`src/rtl/circuit_1_sched_pkg.sv`:
```
// Shared types for the scheduled circuit_1 datapath: FSM states and ALU op codes.
package circuit_1_sched_pkg;

    typedef enum logic [2:0] {
        IDLE   = 3'd0,
        S_ADD1 = 3'd1,
        S_ADD2 = 3'd2,
        S_FIN  = 3'd3,
        S_DONE = 3'd4
    } state_t;

    localparam logic ALU_ADD = 1'b0;
    localparam logic ALU_SUB = 1'b1;

endpackage

```
`src/rtl/circuit_1_sched_alu.sv`:
```
// Shared add/sub unit; the single arithmetic resource time-multiplexed by the FSM.
module sched_alu
    import circuit_1_sched_pkg::*;
#(
    parameter int W = 16
) (
    input  logic         op_i,
    input  logic [W-1:0] lhs_i,
    input  logic [W-1:0] rhs_i,
    output logic [W-1:0] res_o
);

    always_comb begin
        if (op_i == ALU_SUB) res_o = lhs_i - rhs_i;
        else                 res_o = lhs_i + rhs_i;
    end

endmodule

```
`src/rtl/circuit_1_sched.sv`:
```
// HLS-style scheduled circuit_1: one shared ALU and one multiplier sequenced over
// four busy cycles; results are registered and held until the next completion.
module circuit_1_sched
    import circuit_1_sched_pkg::*;
#(
    parameter int DATAWIDTH = 8
) (
    input  logic                   clk,
    input  logic                   rst,
    input  logic                   start,
    input  logic [DATAWIDTH-1:0]   a,
    input  logic [DATAWIDTH-1:0]   b,
    input  logic [DATAWIDTH-1:0]   c,
    output logic                   busy,
    output logic                   done,
    output logic [DATAWIDTH-1:0]   z,
    output logic [2*DATAWIDTH-1:0] x
);

    localparam int XW = 2 * DATAWIDTH;

    state_t state_q, state_d;

    logic [DATAWIDTH-1:0] a_q, a_d, b_q, b_d, c_q, c_d;
    logic [DATAWIDTH-1:0] d_q, d_d, e_q, e_d, z_q, z_d;
    logic [XW-1:0]        f_q, f_d, x_q, x_d;

    logic          alu_op;
    logic [XW-1:0] alu_lhs, alu_rhs, alu_res;
    logic [XW-1:0] mul_res;

    // Operand muxes steer the shared ALU according to the current schedule step.
    always_comb begin
        alu_op  = ALU_ADD;
        alu_lhs = {{DATAWIDTH{1'b0}}, a_q};
        alu_rhs = {{DATAWIDTH{1'b0}}, b_q};
        case (state_q)
            S_ADD2: alu_rhs = {{DATAWIDTH{1'b0}}, c_q};
            S_FIN: begin
                alu_op  = ALU_SUB;
                alu_lhs = f_q;
                alu_rhs = {{DATAWIDTH{1'b0}}, d_q};
            end
            default: ;
        endcase
    end

    sched_alu #(.W(XW)) u_alu (
        .op_i  (alu_op),
        .lhs_i (alu_lhs),
        .rhs_i (alu_rhs),
        .res_o (alu_res)
    );

    assign mul_res = {{DATAWIDTH{1'b0}}, a_q} * {{DATAWIDTH{1'b0}}, c_q};

    always_ff @(posedge clk) begin
        if (rst) state_q <= IDLE;
        else     state_q <= state_d;
    end

    always_comb begin
        state_d = state_q;
        case (state_q)
            IDLE:    if (start) state_d = S_ADD1;
            S_ADD1:  state_d = S_ADD2;
            S_ADD2:  state_d = S_FIN;
            S_FIN:   state_d = S_DONE;
            S_DONE:  state_d = IDLE;
            default: state_d = IDLE;
        endcase
    end

    always_comb begin
        busy = (state_q != IDLE);
        done = (state_q == S_DONE);
    end

    // Datapath next-state: each register only moves in its scheduled step.
    always_comb begin
        a_d = a_q;
        b_d = b_q;
        c_d = c_q;
        d_d = d_q;
        e_d = e_q;
        f_d = f_q;
        z_d = z_q;
        x_d = x_q;
        case (state_q)
            IDLE: if (start) begin
                a_d = a;
                b_d = b;
                c_d = c;
            end
            S_ADD1: begin
                d_d = alu_res[DATAWIDTH-1:0];
                f_d = mul_res;
            end
            S_ADD2: e_d = alu_res[DATAWIDTH-1:0];
            S_FIN: begin
                x_d = alu_res;
                z_d = (d_q > e_q) ? e_q : d_q;
            end
            default: ;
        endcase
    end

    always_ff @(posedge clk) begin
        if (rst) begin
            a_q <= '0;
            b_q <= '0;
            c_q <= '0;
            d_q <= '0;
            e_q <= '0;
            f_q <= '0;
            z_q <= '0;
            x_q <= '0;
        end else begin
            a_q <= a_d;
            b_q <= b_d;
            c_q <= c_d;
            d_q <= d_d;
            e_q <= e_d;
            f_q <= f_d;
            z_q <= z_d;
            x_q <= x_d;
        end
    end

    assign z = z_q;
    assign x = x_q;

endmodule

```
`config.mk`:
```
export PLATFORM = sky130hd
export DESIGN_NAME = circuit_1_sched
export DESIGN_NICKNAME = d
export VERILOG_FILES = /design/src/rtl/circuit_1_sched_pkg.sv /design/src/rtl/circuit_1_sched_alu.sv /design/src/rtl/circuit_1_sched.sv
export SDC_FILE = /design/constraint.sdc
export NUM_CORES = 1
export LEC_CHECK = 0
export BUFFER_PORTS_ARGS = -buffer_cell sky130_fd_sc_hd__buf_2
export CORE_ASPECT_RATIO = 0.9
export CORE_MARGIN = 2
export CORE_UTILIZATION = 54
export DETAILED_ROUTE_END_ITERATION = 12
export GPL_ROUTABILITY_DRIVEN = 1
export GPL_TIMING_DRIVEN = 0
export PLACE_DENSITY = 0.84
export RECOVER_POWER = 25
export SYNTH_ARGS = -nofsm -noshare
export SYNTH_HDL_FRONTEND = slang
export SYNTH_HIERARCHICAL = 1
export SYNTH_SLANG_ARGS = --single-unit
export TNS_END_PERCENT = 10
```
`constraint.sdc`:
```
create_clock -name clk -period 12.7 [get_ports clk]
set_input_delay 0.635 -clock clk [delete_from_list [all_inputs] [get_ports clk]]
set_output_delay 0.635 -clock clk [all_outputs]
set_load 0.03 [all_outputs]
```
[Word level (Yosys, flattened, before mapping)]
Index checks and enable logic that the tools add are counted.
Widths: inputs -> output; s select.
Word-level totals
  word-level logic and storage cells: 28
  input port bits: 27
  output and inout bits: 26
  register bits: 83
Cells by class
  equal/unequal tests: 5
  muxes and demuxes: 7
  add/sub/neg operators: 2
  reductions and logical operators: 3
  multiply operators: 1
  magnitude comparators: 1
Operators by type and width (count)
  $mux 16: 2
  $add 16x8->16: 1
  $mul 8x8->16: 1
  $pmux 8 s2: 1
  $sub 16x8->16: 1
  $pmux 3 s4: 1
  $gt 8x8->1: 1
  $mux 8: 1
  $eq 3x2->1 const B: 2
  $eq 3x1->1 const B: 1
  $eq 3x3->1 const B: 1
  $logic_not 3->1: 1
  $mux 3: 1
  $reduce_bool 3->1: 1
  $ne 2x2->1 const B: 1
  $reduce_and 2->1: 1
  $mux 1: 1

[Depth between registers and ports, before layout]
Gate-level depths: netlist (run 1).
  depth after elaboration: 4
  mapped depth: 21
  depth with buffers taken out: 19

[Modules after synthesis]
The synthesis (run 1) kept the hierarchy.
By module, submodules not included
  circuit_1_sched: area an instance 5719.2 sq um, instances 1, sequential area each 1661.6 sq um, cells an instance 728
  sched_alu: area an instance 1059.8 sq um, instances 1, sequential area each 0.0 sq um, cells an instance 151

[Worst setup path before layout (run 1)]
No wires, ideal clock.
  path type: register to register
  from: register c_q[7]
  to: register f_q[14]
  required time: 12.583 ns
  stages on the path, launching flop included: 16
  library setup time: 0.117 ns
  setup slack: 8.294 ns
  buffers on the path: 1
  arrival time: 4.289 ns
  clock period less this slack: 4.406 ns
  cells stage by stage: dfxtp_1 > clkbuf_1 > nand2_1 > fa_1 > fa_1 > inv_1 > fa_1 > inv_1 > fa_1 > inv_1 > ha_1 > a21o_1 > a31oi_2 > a21oi_1 > or3_1 > a32o_1
Between the ends
  longest elaborated chain between the ends: 1
Ends and longest elaborated chain
  start: declaration: line circuit_1_sched.sv:24  | logic [DATAWIDTH-1:0] a_q, a_d, b_q, b_d, c_q, c_d;
  start signal: assignment: line circuit_1_sched.sv:112  | c_q <= '0;
  start signal: assignment: line circuit_1_sched.sv:121  | c_q <= c_d;
  $mul 8x8->16: line circuit_1_sched.sv:55  | assign mul_res = {{DATAWIDTH{1'b0}}, a_q} * {{DATAWIDTH{1'b0}}, c_q};
  end signal: assignment: line circuit_1_sched.sv:115  | f_q <= '0;
  end signal: assignment: line circuit_1_sched.sv:124  | f_q <= f_d;
  end: declaration: line circuit_1_sched.sv:26  | logic [XW-1:0] f_q, f_d, x_q, x_d;
No other way between the ends.
A chain may end at the register's enable or synchronous reset.

[Final worst setup path (run 1)]
  from: register c_q[6]
  to: register f_q[14]
Same word-level chain as after synthesis.

==> impl_metrics.py, run 1 <==
metrics = {
    "run_status": {
        "run_status": "completed",
    },
    "route": {
        "drtPass1Iterations": 5,
        "drt_drc_violations_left": 0,
        "drt-initial-drc-count": 510,
        "routedWlPerCell_um": 15.1,
        "routed_wl_mm": 17.0,
        "vias_per_cell": 5.59,
        "vias": 6300,
        "ant_nets": 0,
    },
    "timing": {
        "clock_skew_ns": 0.00772,
        "drv_slew": 0,
        "finalCritPeriodShare": 0.392,
        "setup_ws_ns": 7.72,
        "hold_viol_final": 0,
        "fin_setup_tns_ns": 0,
        "period_needed_ns": 4.98,
        "rsz0062_at_grt": "false",
        "relSlewSlack": 0.481,
        "setup_viol_count_final": 0,
        "fmax_ghz": 0.201,
        "max_slew.worst_pin.slew_ns": 0.779,
    },
    "logic_synthesis": {
        "synth_top_area_share": 0.245,
        "ys_warn_count": 6,
        "synth_area_um2": 6780,
        "synth-edff-count": 0,
        "synth_area_per_cell_um2": 7.71,
        "ys_async_sr_fraction": 0,
        "synth_ff_type": "dfxtp_1",
        "ys_ff_latch": 83,
        "synth.distinct_cells": 54,
        "synth_area_leaders": "dfxtp_1, ha_1, fa_1, nand2_1, a21oi_1",
        "ys_seq_area_frac": 0.245,
        "synth_cells": 879,
        "yosys.area.top_type": "dfxtp_1",
    },
    "floorplan": {
        "row_count": 38,
        "start_util": 0.557,
        "die_h_um": 110,
        "die_w_um": 122,
        "io-pin-count": 53,
        "die_area_um2": 13500,
        "core_um2": 12200,
    },
    "finish": {
        "n_antenna_cell": 0,
        "fillers": 1095,
        "syn_to_final_growth_pct": 12.3,
        "nets": 1087,
        "drive_gt1_frac": 0.0651,
    },
    "placement": {
        "dp_slack_ns": 7.79,
        "port_buffers": 52,
        "gp_congestion": 0.887,
        "dp_hpwl_mm": 12.9,
    },
    "clock_tree": {
        "htreeDepth": 3,
        "ctsResizeCount": 0,
        "cts.reportedPaths.clkPinSlew_ns": 0.06,
        "cts_buffers": 9,
        "clock_path_buffers": 2,
        "cts_root_buf": "clkbuf_16",
        "cts_setup_buffers": 0,
        "insertion_delay_ns": 0.35,
        "cts_tree": "done",
        "cts_hold_buf": 0,
        "cts.sinks": 83,
    },
    "power": {
        "p_leak_nw": 3.37,
        "power_density_nw_per_um2": 122,
        "ir_drop_uv": 77.6,
    },
    "critical_path": {
        "arrival_ns": 5.22,
        "cp-end-kind": "register",
        "slowest_stage": "fa_1",
        "crit_top_cell": "fa_1",
        "crit_chain": "clkbuf_1 > nand2_1 > fa_1 > fa_1 > inv_1 > fa_1 > inv_1 > fa_1 > inv_1 > ha_1 > a21o_1 > a31oi_2 > a21oi_1 > or3_1 > a32o_1",
        "max_stage_delay_ns": 0.54,
        "worstPathMaxFanout": 10,
        "worstSetupPathType": "reg -> reg",
        "worstPathRequired_ns": 12.94,
        "rr_startpoint": "c_q[6]",
        "startpoint": "c_q[6]",
        "start_kind": "register",
    },
    "hold_path": {
        "hp-start": "x[1]",
        "hp-class": "reg -> reg",
    },
    "global_route": {
        "grt_pass1_wl_mm": 28.1,
        "grt_use_total": 0.266,
        "grt_max_degree": 16,
        "overflow": 0,
        "antenna_found_initial": 0,
        "grt_pass1_vias": 5788,
    },
    "flow_run": {
        "cap_violations": 0,
    },
}
==> sequential cells by signal, indices dropped and copies added (netlist names) <==
register / count
a_q: 8
b_q: 8
c_q: 8
d_q: 8
e_q: 8
f_q: 16
state_q: 3
x: 16
z: 8
==> area by class of cell <==
class	count	area [µm²]	share of cell area
multi-input combinational	694	4720	0.620
tap	160	200	0.0263
buffer	48	195	0.0256
sequential	83	1660	0.218
inverter	75	282	0.0370
timing repair buffer	52	230	0.0302
clock inverter	6	96.3	0.0127
clock buffer	10	229	0.0301
==> synthesized netlist by cell type, types with 2 or more instances <==
cell type    n
a211o_1      3
a211oi_1     4
a21o_1      12
a21oi_1     96
a21oi_2      2
a311oi_1    10
a31oi_1      4
a32o_1       2
and2_1      62
and3_1       5
buf_2        7
clkbuf_1    40
dfxtp_1     83
fa_1        37
ha_1        60
inv_1       75
mux2i_1      9
nand2_1    172
nand2b_1     8
nand3_1     16
nand3b_1     7
nand4_1      5
nor2_1      41
nor2b_1      4
nor2b_4      2
nor3_1      10
nor3b_1      2
o211ai_1     3
o21a_1       4
o21ai_0     34
o21ai_1      4
o21ba_2      2
or3_1        4
xnor2_1     26
xor2_1       5
==> final timing paths <==
path | end | slack [ns] | cells after the start
hold reg to reg | x[1] | 0.45 | 2
setup / recovery | f_q[14] | 7.72 | 15
setup reg to reg | f_q[14] | 7.72 | 15
hold / removal | x[1] | 0.45 | 2
==> metrics by stage <==
step	total power [mW]	hold WS, ns	std cells	utilization	area [µm²]
2_1_floorplan	0.545	0.432	900	-	6860
3_3_place_gp	0.617	0.440	1112	0.601	7320
3_5_place_dp	0.628	0.445	1112	0.601	7320
4_1_cts	0.918	0.455	1128	0.628	7640
5_1_grt	0.976	0.469	1128	0.625	7610
6_report	0.925	0.454	1128	0.625	7610
==> worst max-delay path, delay by kind of cell, from the launching register on <==
| kind | cells | cell delay [ns] |
|---|---|---|
| fa+ha+maj | 5 | 2.50 |
| buf+inv | 4 | 0.66 |
| simple gates | 2 | 0.53 |
| compound gates | 4 | 0.87 |
| flops | 1 | 0.31 |
==> routing by layer <==
layer,up-vias,share of wire,global-route usage
met3,17,0.075,0.0417
met5,-,0,0
met4,0,0.013,0.0681
met2,258,0.44,0.422
met1,2961,0.47,0.379
li1,3064,-,-
==> cells by family (layout without fill, tap and decap cells) <==
group,Yosys count,count (layout),share of synthesized area
mux,9,9,0.0133
fa+ha+maj,97,97,0.220
simple gates,346,346,0.244
buf+inv,123,191,0.0705
compound gates,188,188,0.164
xor+xnor,32,32,0.0425
other cells,1,22,0.000553
flops,83,83,0.245
==> where the power goes <==
group / total, mW / internal [mW] / switching, mW
sequential: 0.296 / 0.279 / 0.0169
clock: 0.291 / 0.175 / 0.115
combinational: 0.338 / 0.118 / 0.221
==> placed cells by master (no fill, tap or decap), types with 5 or more instances in the layout <==
cell / n
a21o_1: 12
a21oi_1: 96
a311oi_1: 10
and2_1: 61
and3_1: 5
buf_2: 34
clkbuf_1: 66
clkbuf_16: 9
conb_1: 22
dfxtp_1: 83
fa_1: 37
ha_1: 60
inv_1: 75
mux2i_1: 9
nand2_1: 172
nand2b_1: 8
nand3_1: 16
nand3b_1: 7
nand4_1: 5
nor2_1: 41
nor3_1: 10
o21ai_0: 34
xnor2_1: 26
xor2_1: 5
(Power assumes the default switching activity.)
==> run 2: changes to the inputs <==
==> constraint.sdc (replaced) <==
create_clock -name clk -period 5 [get_ports clk]
set_input_delay 0.25 -clock clk [delete_from_list [all_inputs] [get_ports clk]]
set_output_delay 0.25 -clock clk [all_outputs]
set_load 0.03 [all_outputs]
==> run 2 against run 1 <==
Against the previous run:
- die area did not move
- via count fell by 2.0%
- first-iteration DRC count rose by 10%
- register-to-register slack got worse by 7.5 ns
- utilization fell by 0.27 points
- highest routed layer unchanged
- fmax rose by 4.0%
- final area fell by 0.43%
- routed wire length fell by 0.49%
- clock power rose to 2.5 times the previous value
- combinational power rose by 150%
- clock skew fell by 0.0012 ns
- sequential share of layout area rose by 0.11 points
- critical path type unchanged
==> impl_metrics.py, run 2 (synthesis results as in run 1) <==
metrics = {
    "critical_path": {
        "arrival_ns": 5.03,
        "worstPathMaxFanout": 10,
        "worstSetupPathType": "reg -> reg",
        "worstPathRequired_ns": 5.24,
        "startpoint": "c_q[7]",
        "start_kind": "register",
        "rr_startpoint": "c_q[7]",
        "reg2reg_slack_ns": 0.21,
        "cp-end-kind": "register",
    },
    "global_route": {
        "overflow": 0,
        "grt_use_total": 0.266,
        "grt_max_degree": 16,
        "grt_pass1_wl_mm": 28.1,
        "grt_pass1_vias": 5788,
        "antenna_found_initial": 0,
    },
    "floorplan": {
        "io-pin-count": 53,
        "core_um2": 12200,
        "start_util": 0.557,
        "row_count": 38,
        "die_h_um": 110,
        "die_area_um2": 13500,
        "die_w_um": 122,
    },
    "timing": {
        "rsz0062_at_grt": "true",
        "whs_ns": 0.135,
        "relSlewSlack": 0.491,
        "drv_slew": 0,
        "max_slew.worst_pin.slew_ns": 0.763,
        "fmax_ghz": 0.209,
        "hold_viol_final": 0,
        "clock_skew_ns": 0.00652,
        "setup_viol_count_final": 0,
        "setup_ws_ns": 0.215,
        "finalCritPeriodShare": 0.957,
        "period_needed_ns": 4.79,
        "fin_setup_tns_ns": 0,
    },
    "route": {
        "drt-initial-drc-count": 561,
        "vias": 6177,
        "vias_per_cell": 5.52,
        "routedWlPerCell_um": 15.1,
        "drtPass1Iterations": 6,
        "ant_nets": 0,
        "routed_wl_mm": 16.9,
        "drt_drc_violations_left": 0,
    },
    "clock_tree": {
        "cts_root_buf": "clkbuf_16",
        "clock_path_buffers": 2,
        "htreeDepth": 3,
        "cts_setup_buffers": 0,
        "cts.reportedPaths.clkPinSlew_ns": 0.07,
        "cts.sinks": 83,
        "insertion_delay_ns": 0.35,
        "cts_buffers": 9,
        "cts_tree": "done",
    },
    "finish": {
        "final_area_um2": 7580,
        "layout_commonest_cell": "nand2_1",
        "drive_gt1_frac": 0.0667,
        "finalNonFillerCells": 1119,
        "n_antenna_cell": 0,
        "syn_to_final_growth_pct": 11.8,
        "nets": 1078,
        "fin_util": 0.623,
        "layout_common_cells": "nand2_1, a21oi_1, dfxtp_1",
    },
    "power": {
        "ir_drop_uv": 197,
        "power_density_nw_per_um2": 310,
        "p_leak_nw": 3.36,
        "total_power_mw": 2.35,
    },
    "placement": {
        "dp_hpwl_mm": 12.9,
        "place_inst": 1112,
        "dp_slack_ns": 0.0923,
        "gp_congestion": 0.887,
        "placed_area_um2": 7320,
        "port_buffers": 52,
    },
    "flow_run": {
        "cap_violations": 0,
    },
    "hold_path": {
        "hp-start": "b[3]",
        "hp-class": "in -> reg",
    },
    "run_status": {
        "run_status": "completed",
    },
}
==> run 2: cell count changes in the layout (fill, tap and decap cells not counted), sizes merged <==
| cell | before | now |
|---|---|---|
| clkbuf | 75 | 66 |
==> run 2: final cells by class <==
| cell class | count | area [µm²] |
|---|---|---|
| Clock inverter | 6 | 96.3 |
| Multi-Input combinational cell | 694 | 4720 |
| Inverter | 75 | 282 |
| Fill cell | 1103 | 4590 |
| Clock buffer | 10 | 229 |
| Tap cell | 160 | 200 |
| Timing Repair Buffer | 52 | 230 |
| Buffer | 39 | 161 |
| Sequential cell | 83 | 1660 |
==> run 2: path summary, 6_finish.rpt <==
| path | endpoint | cells past startpoint |
|---|---|---|
| max | f_q[14] | 14 |
| min | b_q[3] | 3 |
| max reg2reg | f_q[14] | 14 |
| min reg2reg | x[1] | 2 |
==> run 2: report_power, final <==
group | internal [mW] | total, mW | switching [mW] | leakage (nW)
Sequential | 0.710 | 0.770 | 0.0604 | 0.675
Clock | 0.445 | 0.740 | 0.295 | 0.156
Combinational | 0.297 | 0.839 | 0.543 | 2.53
Total | 1.45 | 2.35 | 0.898 | 3.36
==> run 2: timing repair <==
| item | CTS | global route |
|---|---|---|
| hold buffers | 0 | 0 |
| endpoints found under the setup margin | 0 | 3 |
| gates resized for setup | 0 | 1 |
==> run 2: per-layer routing <==
metal / part of all wire / wire length (µm) / track usage
met4: 0.015 / 255 / 0.0681
met1: 0.47 / 8010 / 0.379
met2: 0.44 / 7420 / 0.422
met3: 0.072 / 1210 / 0.0417
met5: 0 / 0 / 0
==> run 2: worst max-delay path, stage by stage, from the launching register on <==
cell,delay [ns]
dfxtp_1,0.62
nand2_1,0.15
fa_1,0.54
fa_1,0.54
inv_1,0.05
fa_1,0.53
inv_1,0.06
fa_1,0.53
inv_1,0.05
ha_1,0.37
a21o_1,0.24
a31oi_2,0.25
a21oi_1,0.14
or3_1,0.37
a32o_1,0.24
